`config.mk`:
```
export PLATFORM = sky130hd
export DESIGN_NAME = elevator_scan_scheduler
export DESIGN_NICKNAME = d
export VERILOG_FILES = /design/src/rtl/elevator_pkg.sv /design/src/rtl/elevator_scan_pick.sv /design/src/rtl/elevator_scan_scheduler.sv
export SDC_FILE = /design/constraint.sdc
export NUM_CORES = 1
export LEC_CHECK = 0
export BUFFER_PORTS_ARGS = -buffer_cell sky130_fd_sc_hd__buf_2
export CORE_MARGIN = 2
export CORE_UTILIZATION = 25
export DETAILED_ROUTE_END_ITERATION = 8
export SLEW_MARGIN = 0
export SYNTH_ARGS = -nofsm -noshare
export SYNTH_HDL_FRONTEND = slang
export SYNTH_SLANG_ARGS = --single-unit
export TNS_END_PERCENT = 30
```
`constraint.sdc`:
```
create_clock -name clk -period 3.07 [get_ports clk]
set_input_delay 0.307 -clock clk [delete_from_list [all_inputs] [get_ports clk]]
set_output_delay 0.307 -clock clk [all_outputs]
set_load 0.02 [all_outputs]
```
`src/rtl/elevator_pkg.sv`:
```
// Shared types, constants and floor-mask helpers for the elevator SCAN scheduler.
package elevator_pkg;

    localparam int N_FLR      = 4;
    localparam int FLR_W      = 2;
    localparam int DOOR_CYC   = 8;
    localparam int TRAVEL_MAX = 64;

    typedef enum logic [2:0] {
        ST_IDLE  = 3'd0,
        ST_OPEN  = 3'd1,
        ST_CLOSE = 3'd2,
        ST_MOVE  = 3'd3,
        ST_FAULT = 3'd4
    } state_e;

    // One bit set at the given floor.
    function automatic logic [N_FLR-1:0] onehot(input logic [FLR_W-1:0] flr);
        logic [N_FLR-1:0] m;
        m      = {N_FLR{1'b0}};
        m[flr] = 1'b1;
        return m;
    endfunction

    // Floors strictly above cur.
    function automatic logic [N_FLR-1:0] above_mask(input logic [FLR_W-1:0] cur);
        logic [N_FLR-1:0] m;
        for (int i = 0; i < N_FLR; i++) begin
            m[i] = (i > int'(cur));
        end
        return m;
    endfunction

    // Floors strictly below cur.
    function automatic logic [N_FLR-1:0] below_mask(input logic [FLR_W-1:0] cur);
        logic [N_FLR-1:0] m;
        for (int i = 0; i < N_FLR; i++) begin
            m[i] = (i < int'(cur));
        end
        return m;
    endfunction

    // Lowest set bit of req (req already restricted to floors above the car).
    function automatic logic [FLR_W-1:0] nearest_above(input logic [N_FLR-1:0] req,
                                                       input logic [FLR_W-1:0] cur);
        logic [FLR_W-1:0] idx;
        idx = cur;
        for (int i = N_FLR - 1; i >= 0; i--) begin
            idx = req[i] ? FLR_W'(i) : idx;
        end
        return idx;
    endfunction

    // Highest set bit of req (req already restricted to floors below the car).
    function automatic logic [FLR_W-1:0] nearest_below(input logic [N_FLR-1:0] req,
                                                       input logic [FLR_W-1:0] cur);
        logic [FLR_W-1:0] idx;
        idx = cur;
        for (int i = 0; i < N_FLR; i++) begin
            idx = req[i] ? FLR_W'(i) : idx;
        end
        return idx;
    endfunction

endpackage

```
`src/rtl/elevator_scan_pick.sv`:
```
// Combinational SCAN target selection: keep sweeping while work lies ahead,
// reverse only when the current direction is exhausted.
module elevator_scan_pick
    import elevator_pkg::*;
(
    input  logic [N_FLR-1:0] pending_i,
    input  logic [FLR_W-1:0] cur_flr_i,
    input  logic             dir_up_i,
    output logic [FLR_W-1:0] nxt_flr_o,
    output logic             dir_next_o,
    output logic             have_target_o,
    output logic             here_o
);

    logic [N_FLR-1:0] above_s;
    logic [N_FLR-1:0] below_s;

    // Split outstanding requests around the car and pick the nearest one in sweep order.
    always_comb begin
        above_s       = pending_i & above_mask(cur_flr_i);
        below_s       = pending_i & below_mask(cur_flr_i);
        here_o        = pending_i[cur_flr_i];
        have_target_o = (|above_s) | (|below_s);
        if (dir_up_i && (|above_s)) begin
            nxt_flr_o  = nearest_above(above_s, cur_flr_i);
            dir_next_o = 1'b1;
        end else if (!dir_up_i && (|below_s)) begin
            nxt_flr_o  = nearest_below(below_s, cur_flr_i);
            dir_next_o = 1'b0;
        end else if (|above_s) begin
            nxt_flr_o  = nearest_above(above_s, cur_flr_i);
            dir_next_o = 1'b1;
        end else if (|below_s) begin
            nxt_flr_o  = nearest_below(below_s, cur_flr_i);
            dir_next_o = 1'b0;
        end else begin
            nxt_flr_o  = cur_flr_i;
            dir_next_o = dir_up_i;
        end
    end

endmodule

```
`src/rtl/elevator_scan_scheduler.sv`:
```
// Elevator sequencer: request latch, SCAN target, motor/door FSM, door timer
// and travel watchdog. Motor commands are additionally interlocked against the
// end floors so the car can never be driven past the shaft limits.
module elevator_scan_scheduler
    import elevator_pkg::*;
(
    input  logic             clk,
    input  logic             rst_n,
    input  logic [N_FLR-1:0] fb_req,
    input  logic [N_FLR-1:0] call_req,
    input  logic [FLR_W-1:0] cur_flr,
    input  logic             flr_stb,
    output logic             m_up,
    output logic             m_dn,
    output logic [N_FLR-1:0] door,
    output logic [FLR_W-1:0] nxt_flr,
    output logic [N_FLR-1:0] pending,
    output logic             dir_up,
    output logic             fault
);

    localparam int DOOR_W = $clog2(DOOR_CYC);
    localparam int WD_W   = $clog2(TRAVEL_MAX);
    localparam logic [DOOR_W-1:0] DOOR_RELOAD = DOOR_W'(DOOR_CYC - 1);
    localparam logic [WD_W-1:0]   WD_RELOAD   = WD_W'(TRAVEL_MAX - 1);
    localparam logic [FLR_W-1:0]  TOP_FLR     = FLR_W'(N_FLR - 1);
    localparam logic [FLR_W-1:0]  BOT_FLR     = {FLR_W{1'b0}};

    state_e            state_q, state_d;
    logic [N_FLR-1:0]  pending_q, pending_d;
    logic [FLR_W-1:0]  nxt_flr_q, nxt_flr_d;
    logic              dir_up_q, dir_up_d;
    logic              m_up_q, m_up_d;
    logic              m_dn_q, m_dn_d;
    logic [N_FLR-1:0]  door_q, door_d;
    logic              fault_q, fault_d;
    logic [DOOR_W-1:0] door_tmr_q, door_tmr_d;
    logic [WD_W-1:0]   wd_q, wd_d;

    logic [N_FLR-1:0]  req_s;
    logic [N_FLR-1:0]  clr_mask_s;
    logic [FLR_W-1:0]  pick_nxt_s;
    logic              dir_next_s;
    logic              have_target_s;
    logic              here_s;
    logic              at_end_s;

    elevator_scan_pick u_pick (
        .pending_i     (pending_q),
        .cur_flr_i     (cur_flr),
        .dir_up_i      (dir_up_q),
        .nxt_flr_o     (pick_nxt_s),
        .dir_next_o    (dir_next_s),
        .have_target_o (have_target_s),
        .here_o        (here_s)
    );

    // Next-state logic for the FSM, timers, request latch and registered outputs.
    always_comb begin
        req_s      = fb_req | call_req;
        state_d    = state_q;
        m_up_d     = 1'b0;
        m_dn_d     = 1'b0;
        door_d     = {N_FLR{1'b0}};
        door_tmr_d = door_tmr_q;
        wd_d       = wd_q;
        dir_up_d   = dir_up_q;
        fault_d    = fault_q;
        at_end_s   = dir_up_q ? (cur_flr == TOP_FLR) : (cur_flr == BOT_FLR);

        case (state_q)
            ST_IDLE: begin
                if (here_s) begin
                    state_d    = ST_OPEN;
                    door_d     = onehot(cur_flr);
                    door_tmr_d = DOOR_RELOAD;
                end else if (have_target_s) begin
                    state_d  = ST_MOVE;
                    dir_up_d = dir_next_s;
                    m_up_d   = dir_next_s;
                    m_dn_d   = ~dir_next_s;
                    wd_d     = WD_RELOAD;
                end else begin
                    state_d = ST_IDLE;
                end
            end
            ST_OPEN: begin
                door_d = onehot(cur_flr);
                if (req_s[cur_flr]) begin
                    door_tmr_d = DOOR_RELOAD;
                end else if (door_tmr_q == {DOOR_W{1'b0}}) begin
                    state_d = ST_CLOSE;
                    door_d  = {N_FLR{1'b0}};
                end else begin
                    door_tmr_d = door_tmr_q - DOOR_W'(1);
                end
            end
            ST_CLOSE: begin
                if (here_s) begin
                    state_d    = ST_OPEN;
                    door_d     = onehot(cur_flr);
                    door_tmr_d = DOOR_RELOAD;
                end else if (have_target_s) begin
                    state_d  = ST_MOVE;
                    dir_up_d = dir_next_s;
                    m_up_d   = dir_next_s;
                    m_dn_d   = ~dir_next_s;
                    wd_d     = WD_RELOAD;
                end else begin
                    state_d = ST_IDLE;
                end
            end
            ST_MOVE: begin
                if ((flr_stb || at_end_s) && here_s) begin
                    state_d    = ST_OPEN;
                    door_d     = onehot(cur_flr);
                    door_tmr_d = DOOR_RELOAD;
                end else if (at_end_s) begin
                    state_d = ST_CLOSE;
                end else if (flr_stb) begin
                    m_up_d = dir_up_q;
                    m_dn_d = ~dir_up_q;
                    wd_d   = WD_RELOAD;
                end else if (wd_q == {WD_W{1'b0}}) begin
                    state_d = ST_FAULT;
                    fault_d = 1'b1;
                end else begin
                    m_up_d = dir_up_q;
                    m_dn_d = ~dir_up_q;
                    wd_d   = wd_q - WD_W'(1);
                end
            end
            ST_FAULT: begin
                fault_d = 1'b1;
            end
            default: begin
                state_d = ST_FAULT;
                fault_d = 1'b1;
            end
        endcase

        // A request at the floor whose door is (or is about to be) open is consumed, not latched.
        if ((state_q == ST_OPEN) || (state_d == ST_OPEN)) begin
            clr_mask_s = onehot(cur_flr);
        end else begin
            clr_mask_s = {N_FLR{1'b0}};
        end
        pending_d = (pending_q | req_s) & ~clr_mask_s;
        nxt_flr_d = pick_nxt_s;
    end

    // State and output registers with asynchronous reset.
    always_ff @(posedge clk or negedge rst_n) begin
        if (!rst_n) begin
            state_q    <= ST_IDLE;
            pending_q  <= {N_FLR{1'b0}};
            nxt_flr_q  <= {FLR_W{1'b0}};
            dir_up_q   <= 1'b1;
            m_up_q     <= 1'b0;
            m_dn_q     <= 1'b0;
            door_q     <= {N_FLR{1'b0}};
            fault_q    <= 1'b0;
            door_tmr_q <= {DOOR_W{1'b0}};
            wd_q       <= {WD_W{1'b0}};
        end else begin
            state_q    <= state_d;
            pending_q  <= pending_d;
            nxt_flr_q  <= nxt_flr_d;
            dir_up_q   <= dir_up_d;
            m_up_q     <= m_up_d;
            m_dn_q     <= m_dn_d;
            door_q     <= door_d;
            fault_q    <= fault_d;
            door_tmr_q <= door_tmr_d;
            wd_q       <= wd_d;
        end
    end

    // End-floor interlock: the car arriving at a limit floor cuts the motor
    // in the same cycle, before the registered stop takes effect.
    assign m_up    = m_up_q & (cur_flr != TOP_FLR);
    assign m_dn    = m_dn_q & (cur_flr != BOT_FLR);
    assign door    = door_q;
    assign nxt_flr = nxt_flr_q;
    assign pending = pending_q;
    assign dir_up  = dir_up_q;
    assign fault   = fault_q;

endmodule
```
# Yosys cells after proc, flatten, opt, wreduce, memory -nomap -nowiden

Cells that the tools add are included.

Flip-flop bits (word level): 26
Word-level logic and storage cells: 141

Add/subtract/negate cells: 2
Order comparisons: 8
Equality and inequality tests: 17
Multiplexer cells: 69
Bitwise operators: 13
Reduce and logical (&&, ||, !) cells: 22

Operators by type and width:

| operator                                                              | number |
|---|---|
| 6-bit 2-to-1 mux                                                      | 6 |
| 3-bit 2-to-1 mux                                                      | 10 |
| 2-bit 2-to-1 mux                                                      | 14 |
| 1-bit 2-to-1 mux                                                      | 24 |
| 4-bit 2-to-1 mux                                                      | 5 |
| 2-bit inequality test, second input constant                          | 7 |
| 3-bit one-hot mux with 4 select lines                                 | 1 |
| 4-bit one-hot mux with 3 select lines                                 | 1 |
| 6-bit one-hot mux with 2 select lines                                 | 1 |
| 3-bit one-hot mux with 3 select lines                                 | 1 |
| 4-bit bitwise AND                                                     | 2 |
| 4-bit bitwise OR                                                      | 2 |
| 4-bit OR reduction                                                    | 2 |
| 3-bit by 1-bit equality test with 1-bit output, second input constant | 2 |
| 3-bit by 2-bit equality test with 1-bit output, second input constant | 2 |
| 3-bit logical NOT                                                     | 2 |
| 6-bit logical NOT                                                     | 1 |
| 3-bit inequality test, second input constant                          | 2 |
| 1-bit one-hot mux with 2 select lines                                 | 3 |
| 6-bit AND reduction                                                   | 1 |
| 6-bit by 1-bit subtractor with 6-bit output, second input constant    | 1 |
| 5-bit AND reduction                                                   | 1 |
| 4-bit by 3-bit bitwise AND with 4-bit output                          | 1 |
| 1-bit binary-select mux with 2-bit select                             | 2 |
| other kinds (25)                                                      | 37 |

# Logic depth before layout (Yosys ltp)

Gate-level depths: netlist (run 1).

Depth after elaboration: 12
Gate-level depth with buffers: 7
Depth with buffers taken out: 7

# Modules after synthesis

Synthesis (run 1) repeated with hierarchy kept, for this count alone.

Cells, all modules: 166
Area, all modules: 1,571.5 µm²

By module, submodules not included:

| module                  | instances | cells an instance | area an instance (µm²) | sequential area each (µm²) |
|---|---|---|---|---|
| elevator_scan_scheduler | 1         | 143               | 1,392.6                | 651.9 |
| elevator_scan_pick      | 1         | 23                | 178.9                  | 0.0 |

# Worst setup path before layout (run 1)

OpenSTA, ideal clock, no wires.

Kind: flip-flop to flip-flop
Start point: register pending_q[1], in the netlist pending[1]
End point: register door_tmr_q[0]
Data arrival time: 1,968 ps
Required time: 2,945 ps
Path slack: 977 ps
Stages on the path, launching flop included: 7
Buffers on the path: 1
Period minus slack after synthesis: 2,093 ps
Path through: dfrtp_1 -> clkbuf_1 -> mux4_2 -> and2_4 -> and2_4 -> nor2_4 -> mux2_4

Word-level cells in the longest chain between the ends: 5

RTL lines:

| element                                       | line                           | source |
|---|---|---|
| start: declaration                            | elevator_scan_scheduler.sv:30  | `logic [N_FLR-1:0] pending_q, pending_d;` |
| start signal: assignment                      | elevator_scan_scheduler.sv:156 | `pending_q <= {N_FLR{1'b0}};` |
| start signal: assignment                      | elevator_scan_scheduler.sv:167 | `pending_q <= pending_d;` |
| 1-bit binary-select mux with 2-bit select (*) | elevator_scan_pick.sv:22       | `here_o = pending_i[cur_flr_i];` |
| 1-bit 2-to-1 mux (implied by the code) (*)    | elevator_scan_pick.sv:22       |  |
| 1-bit logical AND                             | elevator_scan_scheduler.sv:114 | `if ((flr_stb \|\| at_end_s) && here_s) begin` |
| 2-bit inequality test (no line)               | --                             |  |
| 4-bit AND reduction (no line) (*)             | --                             |  |
| end signal: assignment                        | elevator_scan_scheduler.sv:163 | `door_tmr_q <= {DOOR_W{1'b0}};` |
| end signal: assignment                        | elevator_scan_scheduler.sv:174 | `door_tmr_q <= door_tmr_d;` |
| end: declaration                              | elevator_scan_scheduler.sv:37  | `logic [DOOR_W-1:0] door_tmr_q, door_tmr_d;` |

Every way passes the cells marked *; elsewhere a longest branch is shown, timed or not. The select of a mux whose other input is x is not followed.
A chain may end at the register's enable or synchronous reset.

# Worst setup path in the final report (run 1)

Start point: register pending_q[2], in the netlist pending[2]
End point: register wd_q[1]

Word-level cells in the longest chain between the ends: 5

RTL lines:

| element                                                                                                    | line                                                     | source |
|---|---|---|
| 1-bit binary-select mux with 2-bit select, or another cell as far along                                    | elevator_scan_pick.sv:22                                 |  |
| 1-bit 2-to-1 mux (implied by the code) / 4-bit OR reduction (equally long branches)                        | elevator_scan_pick.sv:22, elevator_scan_pick.sv:23       |  |
| 1-bit logical AND / 1-bit bitwise OR (equally long branches)                                               | elevator_scan_scheduler.sv:114, elevator_scan_pick.sv:23 |  |
| 2-bit inequality test (no line) / 2-bit by 1-bit inequality test with 1-bit output (equally long branches) | --                                                       |  |
| 6-bit AND reduction (no line) (*)                                                                          | --                                                       |  |
| end signal: assignment                                                                                     | elevator_scan_scheduler.sv:164                           | `wd_q <= {WD_W{1'b0}};` |
| end signal: assignment                                                                                     | elevator_scan_scheduler.sv:175                           | `wd_q <= wd_d;` |
| end: declaration                                                                                           | elevator_scan_scheduler.sv:38                            | `logic [WD_W-1:0] wd_q, wd_d;` |

Marked as above.

==> impl_metrics.tcl, run 1 <==
set metrics [dict create \
    cp_max_fo 9 \
    powerDensity_nw_per_um2 365.6 \
    nets 212 \
    ys_async_sr_fraction_pct 100.0 \
    wl_per_cell_um 13.24 \
    port_buffers 26 \
    path_class "reg2reg" \
    cts_resized 0 \
    io_pins 27 \
    routed_wl_mm 3.600 \
    hold_viol 0 \
    clockBufferDepth 2 \
    drt-initial-drc-count 73 \
    cap_violations 0 \
    syn_nets 190 \
    fmax_mhz 466.5 \
    rows 29 \
    min_period_over_period_pct 69.83 \
    grt_usage_pct 10.71 \
    hold_path_class "in2async" \
    die_area_um2 7110 \
    ys_types 57 \
    viasPerCell 5.070 \
    clock_latency_ns 0.28 \
    p_total_uw 682.9 \
    slew_violations 0 \
    worst-r2r-cell-count 5 \
    netlist_instances 174 \
    cts.sinks 26 \
    core_area_um2 6277 \
    seqCellArea_um2 651.9 \
    outcome "completed" \
    yosysTopAreaCellShare_pct 38.79 \
    die_h_um 84.32 \
    cts_setup_buffers 0 \
    grt-ovfl-total 0 \
    avgSynthCellArea_um2 9.269 \
    initial_core_util_pct 25.69 \
    grt_max_degree 27 \
    clkSlewWorstSetupHoldPaths_ns 0.09 \
    rsz0062_at_grt "false" \
    cts_root_buf "clkbuf_8" \
    die_x_um 84.32 \
    grt_pass1_vias 1259 \
    dp_hpwl_mm 2.680 \
    fill_cells 652 \
    drtPass1Iterations 4 \
    layout_common_cells "buf_2, dfrtp_1, nor2_1" \
    ir_worst_vdd_v 0.0002253 \
    tns_ns 0 \
    synth_area_leaders "dfrtp_1, nor2_1, a21oi_1" \
    rrSetupSlack_ns 0.93 \
    critPathLaunchType "flop" \
    required_ns 3.23 \
    yosys_warnings 0 \
    grt_pass1_wl_mm 6.237 \
    syn_to_final_growth_pct 15.83 \
    setup_viol 0 \
    ys_ff_latch 26 \
    final_common_cell "buf_2" \
    worstPathArrival_ns 2.31 \
    cts_tree "built" \
    yosysTopAreaCell "dfrtp_1" \
    drive_gt1_share_pct 22.56 \
    synth-main-ff-cell "dfrtp_1" \
    multi_input_area_um2 870.8 \
    worstMarginPinSlew_ns 0.6331 \
    skew_ns 0.003974 \
    cts.htree.levels 1 \
    leakage_uw 0.0008139 \
    ant_nets 0 \
    synth-edff-count 0 \
    synth_area_um2 1613 \
    antenna_found_initial 0 \
    remaining_drc_errors 0 \
    num_antenna_cells 0 \
    cp-end-kind "flop" \
    slew_headroom_pct 57.47 \
    num_vias 1379 \
    fin_crit_ns 2.144 \
    cts_made_buffers 3 \
    cts-hold-fix-buffers 0 \
    gp_congestion 0.7845 \
    ys_seq_area_share_pct 40.42 \
]
==> worst paths after layout <==
| kind | start | end |
|---|---|---|
| hold reg to reg | fault$_DFFE_PN0P_ | fault$_DFFE_PN0P_ |
| setup / recovery | pending[2]$_DFF_PN0_ | wd_q[1]$_DFFE_PN0P_ |
| setup reg to reg | pending[2]$_DFF_PN0_ | wd_q[1]$_DFFE_PN0P_ |
| hold / removal | rst_n | nxt_flr[0]$_DFF_PN0_ |
| min in group clk | fb_req[0] | pending[0]$_DFF_PN0_ |
| max in group asynchronous | rst_n | wd_q[2]$_DFFE_PN0P_ |
==> layout make-up <==
type	count	share of cell area (%)
Sequential cell	26	34.90
Multi-Input combinational cell	127	46.62
Inverter	12	2.545
Clock buffer	3	2.210
Tap cell	77	5.157
Timing Repair Buffer	26	6.966
Clock inverter	1	1.608
==> Yosys cell counts (3+ instances only) <==
| cell type | instances |
|---|---|
| o21ai_0 | 6 |
| nor2_1 | 19 |
| dfrtp_1 | 25 |
| nand4_1 | 4 |
| nor3_1 | 10 |
| o22a_1 | 6 |
| nand2_1 | 10 |
| inv_1 | 11 |
| clkbuf_1 | 5 |
| nand3_1 | 4 |
| ha_1 | 3 |
| o211a_1 | 4 |
| a21oi_1 | 13 |
==> through the flow <==
step | instances | setup WS, ns | cell area, µm² | util [%] | hold WS (ns)
global route | 272 | 0.8103 | 1868 | 29.76 | 0.07049
global placement | 268 | 0.8347 | 1797 | 28.62 | 0.3552
finish | 272 | 0.9263 | 1868 | 29.76 | 0.01340
detailed placement | 268 | 0.8068 | 1797 | 28.62 | 0.3549
CTS | 272 | 0.9230 | 1868 | 29.76 | 0.04324
floorplan | 174 | 0.9767 | 1613 | - | 0.01141
==> cells by family (layout without fill, tap and decap cells) <==
| group | Yosys count | count (layout) | share of synthesized area (%) |
|---|---|---|---|
| AND/OR/NAND/NOR | 66 | 66 | 21.72 |
| multiplexers | 8 | 8 | 7.292 |
| AO/OA/AOI/OAI | 50 | 50 | 22.65 |
| adder cells (fa/ha/maj) | 3 | 3 | 2.328 |
| buffers and inverters | 21 | 42 | 5.586 |
| flip-flops | 26 | 26 | 40.42 |
==> registers in the layout, summed over array words and instances (netlist names) <==
register and count:
m_dn_q 1, pending 4, m_up_q 1, nxt_flr 2
fault 1, dir_up 1, door_tmr_q 3, state_q 3
wd_q 6, door 4
==> per-layer routing <==
metal | wire length (µm) | up-vias | part of all wire, % | GRT usage (%)
met5 | 0 | - | 0 | 0
met4 | 52 | 0 | 1.4 | 4.399
met3 | 134 | 4 | 3.7 | 1.573
met2 | 1529 | 32 | 42 | 15.51
met1 | 1883 | 657 | 52 | 15.87
li1 | - | 686 | - | -
==> worst max-delay path, stage by stage, from the launching register on <==
cell,delay (ns)
dfrtp_1,0.48
or2_2,0.34
o32ai_1,0.29
nor3_1,0.18
o211ai_2,0.37
mux2_1,0.36
==> power breakdown <==
group | internal, µW | switching [µW] | total [µW]
sequential | 344 | 0.406 | 345
combinational | 17.0 | 34.0 | 51.0
clock | 175 | 112 | 287
Note: power is estimated with default switching activity, not from simulation.
==> inputs of run 2 (changes only) <==
- ABC_AREA: default -> 1
- clock period: 3.07 -> 1.9 ns (I/O delays scaled with it)
==> impl_metrics.tcl, run 2 <==
set metrics [dict create \
    ys_async_sr_fraction_pct 100.0 \
    cap_violations 0 \
    drive_gt1_share_pct 21.84 \
    layout_common_cells "nand2_1, inv_1, nor2_1" \
    drtPass1Iterations 4 \
    slew_headroom_pct 59.60 \
    grt_pass1_wl_mm 6.520 \
    outcome "completed" \
    syn_nets 247 \
    required_ns 2.12 \
    routed_wl_mm 3.658 \
    r2r_end "wd_q[1]$_DFFE_PN0P_" \
    initial_core_util_pct 26.26 \
    largest_reg_flops 6 \
    io_pins 27 \
    yosys_warnings 0 \
    powerDensity_nw_per_um2 1264 \
    slew_violations 0 \
    cts_made_buffers 3 \
    rsz0062_at_grt "false" \
    synthXorXnorAreaFrac_pct 0.5193 \
    grt_usage_pct 10.89 \
    synth_top_family_by_area "simple AND/OR/NAND/NOR gates" \
    clockBufferDepth 2 \
    r2r-start "wd_q[0]$_DFFE_PN0P_" \
    worstPathArrival_ns 1.83 \
    ir_worst_vdd_v 0.0003495 \
    cts_tree "built" \
    hold_viol 0 \
    yosysTopAreaCell "dfrtp_1" \
    num_vias 1476 \
    die_h_um 86.14 \
    die_area_um2 7419 \
    leakage_uw 0.001063 \
    netlist_instances 231 \
    nets 278 \
    synth-main-ff-cell "dfrtp_1" \
    grt-ovfl-total 0 \
    critPathLaunchType "flop" \
    wl_per_cell_um 10.82 \
    rows 29 \
    cp_max_fo 7 \
    worst-r2r-cell-count 10 \
    synth_compound_gate_area_share_pct 3.783 \
    tns_ns 0 \
    core_area_um2 6422 \
    setup_viol 0 \
    antenna_found_initial 0 \
    p_total_uw 2473 \
    rrSetupSlack_ns 0.29 \
    crit_end "wd_q[1]$_DFFE_PN0P_" \
    die_x_um 86.14 \
    skew_ns 0.009953 \
    synth-edff-count 0 \
    dp_hpwl_mm 2.906 \
    clkSlewWorstSetupHoldPaths_ns 0.10 \
    drt-initial-drc-count 85 \
    yosysTopAreaCellShare_pct 37.09 \
    fin_crit_ns 1.610 \
    cts-hold-fix-buffers 1 \
    post_synth_fa_ha_maj_area_fraction_pct 2.226 \
    port_buffers 26 \
    synth_area_leaders "dfrtp_1, nand2_1, nand3_1" \
    cts_root_buf "clkbuf_8" \
    cts_setup_buffers 0 \
    cts.sinks 26 \
    gp_congestion 0.8247 \
    grt_pass1_vias 1440 \
    yosys-top-cells-count "nand2_1, inv_1, nor2_1" \
    min_period_over_period_pct 84.74 \
    ant_nets 0 \
    num_antenna_cells 0 \
    viasPerCell 4.367 \
    avgSynthCellArea_um2 7.301 \
    cts.htree.levels 1 \
    remaining_drc_errors 0 \
    worstMarginPinSlew_ns 0.6060 \
    fmax_mhz 621.1 \
    synth_area_um2 1687 \
    cp-end-kind "flop" \
    grt_max_degree 27 \
    startpoint "wd_q[0]$_DFFE_PN0P_" \
    final_common_cell "nand2_1" \
    path_class "reg2reg" \
    clock_latency_ns 0.27 \
    hold_path_class "in2reg" \
    synth_most_common_cell "nand2_1" \
    ys_ff_latch 26 \
    syn_to_final_growth_pct 16.02 \
    regMostFlops "wd_q" \
    synth_mux_area_share_pct 0 \
    ys_types 27 \
    synth-simple-area-share_pct 46.14 \
    ys_seq_area_share_pct 38.65 \
    cts_resized 0 \
]
[run 2: changes by cell type in the layout (fill, tap and decap cells not counted), sizes merged, moves of 6 or more]
cell	before	now
nand3	4	28
nor2	20	33
nand2	10	80
o22a	6	0
inv	12	36
nor3	10	0
a21oi	13	2
[run 2: power by group]
part           switching [µW]  internal (µW)  total [µW]
combinational             803            425        1230
sequential                163            754         916
clock                     178            150         328
total                    1140           1330        2470
[run 2: routing by layer]
layer / wire, µm / vias to the layer above / GRT usage [%]
met1: 1849 / 664 / 15.98
met3: 117 / 5 / 1.444
met5: 0 / - / 0
li1: - / 783 / -
met4: 52 / 0 / 4.040
met2: 1638 / 24 / 16.21
[run 2: critical path, cell delays in order, from the launching register on]
cell and delay [ns]:
dfrtp_1 0.40, inv_1 0.14, ha_1 0.18, nand2_1 0.08
nor2_1 0.12, nand3_1 0.21, nand3_4 0.13, nand2_4 0.09
nand2_4 0.09, nand2_1 0.06, nand2_1 0.05
[run 2: through the flow]
stage	util (%)	std cells	setup WS [ns]	hold slack (ns)	area [µm²]
floorplan	-	231	0.4800	-0.1056	1687
global placement	29.61	333	0.3533	0.2388	1902
detailed placement	29.61	333	0.3024	0.2430	1902
CTS	30.47	338	0.2807	0.2016	1957
global route	30.47	338	0.09517	0.2346	1957
finish	30.47	338	0.2899	0.2025	1957
[run 2: cell type report]
type / instances / area (µm²)
Fill cell: 676 / 4466
Tap cell: 77 / 96.34
Clock buffer: 4 / 45.04
Sequential cell: 26 / 651.9
Inverter: 36 / 135.1
Multi-Input combinational cell: 168 / 888.4
Timing Repair Buffer: 27 / 140.1
[run 2: cell families after synthesis]
family,after synthesis
adders and majority gates,3
AOI/OAI and AO/OA,12
buffers and inverters,37
xor gates and xnor gates,1
DFF,26
and+or+nand+nor,152
[run 2: worst min-delay path by stage]
stage                         start                    to  slack (ns)  depth (start not counted)
after floorplan               rst_n     door[0]$_DFF_PN0_       -0.11                          0
after global placement        rst_n  pending[0]$_DFF_PN0_        0.24                          1
after detailed placement      rst_n  pending[0]$_DFF_PN0_        0.24                          1
after CTS                 fb_req[0]  pending[0]$_DFF_PN0_        0.20                          5
after global routing      fb_req[3]  pending[3]$_DFF_PN0_        0.23                          5
final                     fb_req[1]  pending[1]$_DFF_PN0_        0.20                          5
